[src/rtl/queue_push_arbiter.sv]
// Round-robin arbiter sharing one queue push port among NUM_REQ producers,
// with a one-entry staging register so data is stable before pushReq_OUT rises.
module queue_push_arbiter #(
    parameter int DATA_WIDTH = 8,
    parameter int NUM_REQ    = 4,
    parameter int IDX_WIDTH  = 2,
    parameter int CNT_WIDTH  = 16
) (
    input  logic                          clk,
    input  logic                          reset,
    input  logic [NUM_REQ-1:0]            req_IN,
    input  logic [NUM_REQ*DATA_WIDTH-1:0] reqData_IN,
    output logic [NUM_REQ-1:0]            grant_OUT,
    output logic                          pushReq_OUT,
    output logic [DATA_WIDTH-1:0]         data_OUT,
    output logic [IDX_WIDTH-1:0]          srcIdx_OUT,
    input  logic                          fullFlag_IN,
    input  logic                          flush_IN,
    output logic [CNT_WIDTH-1:0]          acceptCount_OUT
);

    logic                  r_stage_valid;
    logic [DATA_WIDTH-1:0] r_stage_data;
    logic [IDX_WIDTH-1:0]  r_stage_src;
    logic [IDX_WIDTH-1:0]  r_last_win;
    logic [CNT_WIDTH-1:0]  r_accept_cnt;

    logic                  w_drain;
    logic                  w_stage_free;
    logic                  w_enable;
    logic                  w_found;
    logic                  w_take;
    logic [IDX_WIDTH-1:0]  w_win;
    int                    w_idx;

    assign w_drain      = r_stage_valid && !fullFlag_IN;
    assign w_stage_free = !r_stage_valid || w_drain;
    assign w_enable     = w_stage_free && !flush_IN && !reset;
    assign w_take       = w_enable && w_found;

    // Search starts one past the last winner and wraps explicitly, so
    // non-power-of-2 producer counts rotate correctly.
    always_comb begin
        w_found = 1'b0;
        w_win   = '0;
        w_idx   = 0;
        for (int off = 1; off <= NUM_REQ; off++) begin
            w_idx = int'(r_last_win) + off;
            if (w_idx >= NUM_REQ) begin
                w_idx = w_idx - NUM_REQ;
            end
            if (!w_found && req_IN[w_idx[IDX_WIDTH-1:0]]) begin
                w_found = 1'b1;
                w_win   = w_idx[IDX_WIDTH-1:0];
            end
        end
    end

    always_comb begin
        grant_OUT = '0;
        if (w_take) begin
            grant_OUT[w_win] = 1'b1;
        end
    end

    always_ff @(posedge clk) begin
        if (reset) begin
            r_stage_valid <= 1'b0;
            r_stage_data  <= '0;
            r_stage_src   <= '0;
            r_last_win    <= IDX_WIDTH'(NUM_REQ - 1);
            r_accept_cnt  <= '0;
        end else if (flush_IN) begin
            r_stage_valid <= 1'b0;
        end else begin
            if (w_drain && (r_accept_cnt != {CNT_WIDTH{1'b1}})) begin
                r_accept_cnt <= r_accept_cnt + 1'b1;
            end
            if (w_take) begin
                r_stage_valid <= 1'b1;
                r_stage_data  <= reqData_IN[w_win*DATA_WIDTH +: DATA_WIDTH];
                r_stage_src   <= w_win;
                r_last_win    <= w_win;
            end else if (w_drain) begin
                r_stage_valid <= 1'b0;
            end
        end
    end

    assign pushReq_OUT     = r_stage_valid;
    assign data_OUT        = r_stage_data;
    assign srcIdx_OUT      = r_stage_src;
    assign acceptCount_OUT = r_accept_cnt;

endmodule

[config.mk]
export PLATFORM = sky130hd
export DESIGN_NAME = queue_push_arbiter
export DESIGN_NICKNAME = d
export VERILOG_FILES = /design/src/rtl/queue_push_arbiter.sv
export SDC_FILE = /design/constraint.sdc
export NUM_CORES = 1
export LEC_CHECK = 0
export ABC_CLOCK_PERIOD_IN_PS = 2900
export BUFFER_PORTS_ARGS = -buffer_cell sky130_fd_sc_hd__buf_4
export CORE_MARGIN = 1
export CORE_UTILIZATION = 47
export DETAILED_ROUTE_END_ITERATION = 6
export PLACE_DENSITY_LB_ADDON = 0.3
export SLEW_MARGIN = 10
export SYNTH_ARGS = -nofsm -noshare
export SYNTH_HDL_FRONTEND = slang
export SYNTH_SLANG_ARGS = --single-unit
[constraint.sdc]
create_clock -name clk -period 2.9 [get_ports clk]
set_input_delay 0.87 -clock clk [delete_from_list [all_inputs] [get_ports clk]]
set_output_delay 0.87 -clock clk [all_outputs]
set_load 0.01 [all_outputs]
Yosys cells after proc, flatten, opt, wreduce, memory -nomap -nowiden
Index checks and enable logic that the tools add are counted.
{ "classes": {"n_addsub": 9, "order_cmp": 10, "n_eq_ne": 1, "shift": 1, "muxes": 25, "bitwise_logic": 1, "n_reduce_logical": 21} }
{ "op_table": {"columns": ["cell", "n"], "rows": [
  ["indexed part select 32 x 6 -> 8 bit", 1],
  ["adder 16 x 1 -> 16 bit (second input constant)", 1],
  ["two-way mux 2 bit", 8],
  ["inequality test 16 bit (second input constant)", 1],
  ["less-than comparator 2 x 3 -> 1 bit (second input constant)", 5],
  ["two-way mux 1 bit", 11],
  [">= comparator 3 bit (second input constant)", 3],
  ["logical AND 1 bit", 9],
  ["binary-select mux 1 bit (select 2 bit)", 4],
  ["subtractor 2 x 1 -> 2 bit (second input constant)", 4],
  ["zero test 1 bit", 7],
  ["adder 2 x 2 -> 3 bit (second input constant)", 2],
  ["adder 2 x 3 -> 4 bit (second input constant)", 1],
  [">= comparator 4 x 3 -> 1 bit (second input constant)", 1],
  ["two-way mux 4 bit", 1],
  ["AND reduction 2 bit", 2],
  ["adder 2 x 1 -> 3 bit (second input constant)", 1],
  ["demux 1 bit (select 2 bit)", 1],
  [">= comparator 2 x 1 -> 1 bit (second input constant)", 1],
  ["nonzero test 2 bit", 1],
  ["OR reduction 2 bit", 1],
  ["logical OR 1 bit", 1],
  ["NOT 1 bit", 1]
]} }
{ "word_totals": {"register_bits": 29, "in_bits": 40, "out_inout_bits": 31, "elab_cells": 73} }

Longest topological paths before layout
{ "logic_depth": {"word_depth": 20, "mapped_depth": 7, "mapped_depth_nobuf": 6} }

Least setup slack after synthesis
No wires, ideal clock.
{ "synth_path": {"kind": "in2out", "from": "input port req_IN[3]", "to": "output port grant_OUT[2]", "arrival_time_ns": 1.970, "required_time_ns": 2.030, "path_slack_ns": 0.060, "stages": 5, "path_buffers": 1, "path_cell_list": "nor4_1 -> nor4b_2 -> clkbuf_1 -> nand2_1 -> nor2_1"} }
{ "synth_via": {"elab_chain_cells": 17, "elab_cells_between_ends": 29, "cone_classes": "order compare (2); mux (19); reduce/logical (8)"} }
{ "synth_rtl": {"columns": ["element", "line_no", "rtl"], "rows": [
  ["from (decl)", "11", "input logic [NUM_REQ-1:0] req_IN,"],
  ["binary-select mux 1 bit (select 2 bit)", "52", "if (!w_found && req_IN[w_idx[IDX_WIDTH-1:0]]) begin"],
  ["two-way mux 1 bit (implied by the code)", "52", null],
  ["two-way mux 1 bit", "52", null],
  ["zero test 1 bit", "52", null],
  ["logical AND 1 bit", "52", null],
  ["two-way mux 1 bit", "52", null],
  ["zero test 1 bit", "52", null],
  ["logical AND 1 bit", "52", null],
  ["two-way mux 1 bit", "52", null],
  ["zero test 1 bit", "52", null],
  ["logical AND 1 bit", "52", null],
  ["two-way mux 2 bit", "52", null],
  ["less-than comparator 2 x 3 -> 1 bit (implied by the code) / >= comparator 2 x 1 -> 1 bit (equally long branches)", "62", "grant_OUT[w_win] = 1'b1;"],
  ["logical AND 1 bit (implied by the code)", "62", null],
  ["two-way mux 1 bit (implied by the code)", "62", null],
  ["demux 1 bit (select 2 bit)", "62", null],
  ["two-way mux 4 bit (*)", "61", "if (w_take) begin"],
  ["to (decl)", "13", "output logic [NUM_REQ-1:0] grant_OUT,"]
]} }
Every way passes the cells marked *; elsewhere a longest branch is shown, timed or not. The select of a mux whose other input is x is not followed.

Final worst setup path
{ "layout_path": {"from": "input port req_IN[3]", "to": "output port grant_OUT[1]"} }
The elaborated chain is that of the path after synthesis.

==> flow_metrics.py <==
metrics = {
    "status": {
        "run_status": "completed",
    },
    "power": {
        "power.density_nw_per_um2": 387,
        "share_seq_of_total_power": 0.492,
        "power.switching_fraction": 0.278,
        "internal_power_uw": 641,
        "p_clk_frac": 0.257,
        "share_comb_of_total_power": 0.251,
        "max-vdd-ir-drop_v": 0.000303,
        "fin_total_pwr_uw": 887,
        "p_switching_uw": 247,
        "leakagePower_nw": 0.938,
    },
    "timing": {
        "finalSetupViolations": 0,
        "setup-tns-final_ns": 0,
        "slew_limit_fails": 0,
        "max_slew.worst_pin.slew_ns": 0.597,
        "finalCritPeriodShare": 0.946,
        "rsz0062_at_grt": "no",
        "worst_clock_skew_ns": 0.00791,
        "max_clock_freq_mhz": 365,
        "final.min_clock_period_ns": 2.74,
        "worst_hold_slack_after_final_layout_ns": 0.464,
        "final-hold-violation-count": 0,
        "timing.max_slew.rel_slack": 0.599,
    },
    "final_layout": {
        "layout.cell_area.non_filler_sq_um": 2290,
        "number_of_nets_in_the_finished_design": 308,
        "filler_cell_count": 264,
        "final_cell_mix": "sky130_fd_sc_hd__buf_4, sky130_fd_sc_hd__dfxtp_1, sky130_fd_sc_hd__nor2_1",
        "drive_gt1_frac": 0.399,
        "antennaDiodeCount": 0,
        "seq_area_sq_um": 581,
        "syn2layout_area_growth_pct": 43.0,
        "instances_no_fill": 312,
        "most_common_cell_after_layout_fill_and_taps_aside": "sky130_fd_sc_hd__buf_4",
        "area_of_the_multi_input_gates_sq_um": 990,
    },
    "setup_path": {
        "worst-endpoint-arrival_ns": 1.87,
        "start_kind": "primary input",
        "critical_path.top_delay_family": "simple AND/OR/NAND/NOR gates",
        "crit_required_ns": 2.03,
        "kind_of_critical_path": "in2out",
        "cell_with_the_most_instances_on_the_worst_path": "sky130_fd_sc_hd__buf_4",
        "endpoint_kind": "output port",
        "max_stage_delay_ns": 0.34,
        "cp.buffers_inverters": 3,
        "chain_of_cells_forming_the_critical_path": "buf_4, nor4_2, nor4b_2, buf_4, nand2_1, nor2_1, buf_4",
        "timing.critical_path.fanout_max": 6,
        "cp_slowest_cell": "sky130_fd_sc_hd__nor4_2",
    },
    "drt": {
        "routed-wl-met2_um": 1900,
        "dr_total_vias": 1668,
        "totalWireLength_um": 4090,
        "wl_per_cell_um": 13.1,
        "drt_iter0_drc": 69,
        "dr_pass1_iterations": 4,
        "topRoutingLayerUsed": "met4",
        "route.layer.met1.wl_um": 1940,
        "met3_length_um": 233,
        "vias_per_cell": 5.35,
        "drcViolationCount": 0,
        "drt.antenna.violating_nets": 0,
    },
    "min_path": {
        "hold_path_class": "reg2reg",
    },
    "yosys": {
        "synth_area_sq_um": 1600,
        "synth_nets": 229,
        "synth_top_area_frac": 0.362,
        "netlist.top_cell.by_area": "sky130_fd_sc_hd__dfxtp_1",
        "yosysSeqAreaShare": 0.362,
        "post_synth_main_area_contributors": "sky130_fd_sc_hd__dfxtp_1, sky130_fd_sc_hd__nand3_1, sky130_fd_sc_hd__mux2i_1",
        "yosys_warnings": 0,
        "synth_area_per_cell_sq_um": 8.53,
        "ys_ff_latch": 29,
        "yosysUniqueCellTypes": 39,
        "syn_inst_count": 188,
    },
    "place": {
        "placedCellCount": 304,
        "gp_routability_congestion": 0.827,
        "buffer_ports.inserted": 70,
        "dpl.hpwl_um": 3120,
        "postPlaceCellArea_sq_um": 2240,
    },
    "clocking": {
        "post_cts.repair.setup_buffers": 0,
        "numClockSinks": 29,
        "clk_transition_reported_paths_ns": 0.09,
        "cts_tree": "yes",
        "inserted_clock_buffers": 5,
        "cts_hold_buffers": 0,
        "clockBufferDepth": 2,
        "insertion_delay_ns": 0.32,
        "htree_num_levels": 2,
        "cts_root_buffer": "sky130_fd_sc_hd__clkbuf_4",
    },
    "die": {
        "die-width_um": 60.4,
        "start_util": 0.509,
        "top_level_ports": 71,
        "rows": 20,
        "die_h_um": 60.4,
        "design.die.area_sq_um": 3650,
        "placeableCoreArea_sq_um": 3150,
    },
    "global_route": {
        "grt_remaining_overflow": 0,
        "globalRouteTotalUtil": 0.234,
        "grt_antenna_before_repair": 0,
        "grt_start_max_net_pins": 23,
        "first_global_vias": 1412,
        "grt_pass1_wl_um": 6490,
    },
    "job": {
        "maxCapViolCount": 0,
    },
}
tightest hold or removal path, stage by stage (launching register included):
cell	delay (ns)
sky130_fd_sc_hd__dfxtp_1	0.32
sky130_fd_sc_hd__nand2_1	0.05
sky130_fd_sc_hd__a21oi_1	0.05
sequential cells by signal, summed over array words and instances, names as in the netlist:
name             cells
pushReq_OUT          1
acceptCount_OUT     16
r_last_win           2
data_OUT             8
srcIdx_OUT           2
cell families after synthesis:
kind of cell,after synthesis,synth area share
flip-flops,29,0.362
AND/OR/NAND/NOR,95,0.321
multiplexers,17,0.112
buffers and inverters,11,0.0289
AO/OA/AOI/OAI,21,0.0920
XOR/XNOR,14,0.0764
adder cells (fa/ha/maj),1,0.00780
metrics by stage:
stage,worst slack (ns),utilization
after floorplan,0.0595,-
after global placement,0.0721,0.710
after detailed placement,0.0557,0.710
after CTS,0.0574,0.725
after global routing,0.0948,0.727
final,0.158,0.727
routing by layer:
metal  up-vias  global-route usage
met4         0              0.0682
li1        838                   -
met1       780               0.325
met5         -                   0
met3         2              0.0469
met2        48               0.369
final timing paths:
kind	endpoint	slack, ns	start	cells past startpoint
worst max register to register	acceptCount_OUT[11]$_SDFFE_PP0P_	0.99	acceptCount_OUT[7]$_SDFFE_PP0P_	6
worst min-delay path	srcIdx_OUT[1]$_SDFFE_PP0P_	0.46	srcIdx_OUT[1]$_SDFFE_PP0P_	2
worst max-delay path	grant_OUT[1]	0.16	req_IN[3]	7
worst min register to register	srcIdx_OUT[1]$_SDFFE_PP0P_	0.46	srcIdx_OUT[1]$_SDFFE_PP0P_	2
cell usage after synthesis:
cell                       instances
sky130_fd_sc_hd__nor3_2            5
sky130_fd_sc_hd__mux2_2            7
sky130_fd_sc_hd__and4_1            2
sky130_fd_sc_hd__a21o_1            1
sky130_fd_sc_hd__a31oi_1           1
sky130_fd_sc_hd__nor4b_2           1
sky130_fd_sc_hd__nand2b_1          1
sky130_fd_sc_hd__nand4_1           6
sky130_fd_sc_hd__nor2b_1           2
sky130_fd_sc_hd__mux2_1            1
sky130_fd_sc_hd__or3b_1            1
sky130_fd_sc_hd__a21oi_1           5
sky130_fd_sc_hd__nand4b_1          1
sky130_fd_sc_hd__xor2_1            4
sky130_fd_sc_hd__nor4b_1           1
sky130_fd_sc_hd__clkbuf_1          6
sky130_fd_sc_hd__or3_4             1
sky130_fd_sc_hd__nor3_1            3
sky130_fd_sc_hd__nand3_1          21
sky130_fd_sc_hd__nor3b_1           1
sky130_fd_sc_hd__mux2i_1           9
sky130_fd_sc_hd__buf_2             4
sky130_fd_sc_hd__a211oi_1          1
sky130_fd_sc_hd__o211ai_1          7
sky130_fd_sc_hd__or4b_2            1
sky130_fd_sc_hd__a221o_1           1
sky130_fd_sc_hd__nand3b_1          1
sky130_fd_sc_hd__ha_1              1
sky130_fd_sc_hd__xnor2_1          10
sky130_fd_sc_hd__nor4_1            3
sky130_fd_sc_hd__nor3b_2           1
sky130_fd_sc_hd__nor2_1           24
sky130_fd_sc_hd__o21ai_0           2
sky130_fd_sc_hd__dfxtp_1          29
sky130_fd_sc_hd__a311oi_1          1
sky130_fd_sc_hd__inv_1             1
sky130_fd_sc_hd__nand2_1          19
sky130_fd_sc_hd__a31o_2            1
sky130_fd_sc_hd__o221a_2           1
repair_timing:
item	CTS	global route
endpoints found under the setup margin	0	1
resized for setup	0	1
endpoints found under the hold margin	0	0
cell type report:
type,count,share of cell area
flip-flops and latches,29,0.253
repair buffers,82,0.268
inverters,1,0.00164
clock buffers,8,0.0213
multi-input cells,148,0.432
well taps,44,0.0240
power groups by stage:
| stage | sequential (mW) | clock (mW) | combinational [mW] |
|---|---|---|---|
| after detailed placement | 0.446 | 0 | 0.221 |
| after CTS | 0.437 | 0.235 | 0.222 |
| after global placement | 0.445 | 0 | 0.218 |
| final | 0.437 | 0.228 | 0.222 |
| after floorplan | 0.451 | 0 | 0.104 |
| after global routing | 0.439 | 0.253 | 0.242 |
Note: power is estimated with default switching activity, not from simulation.
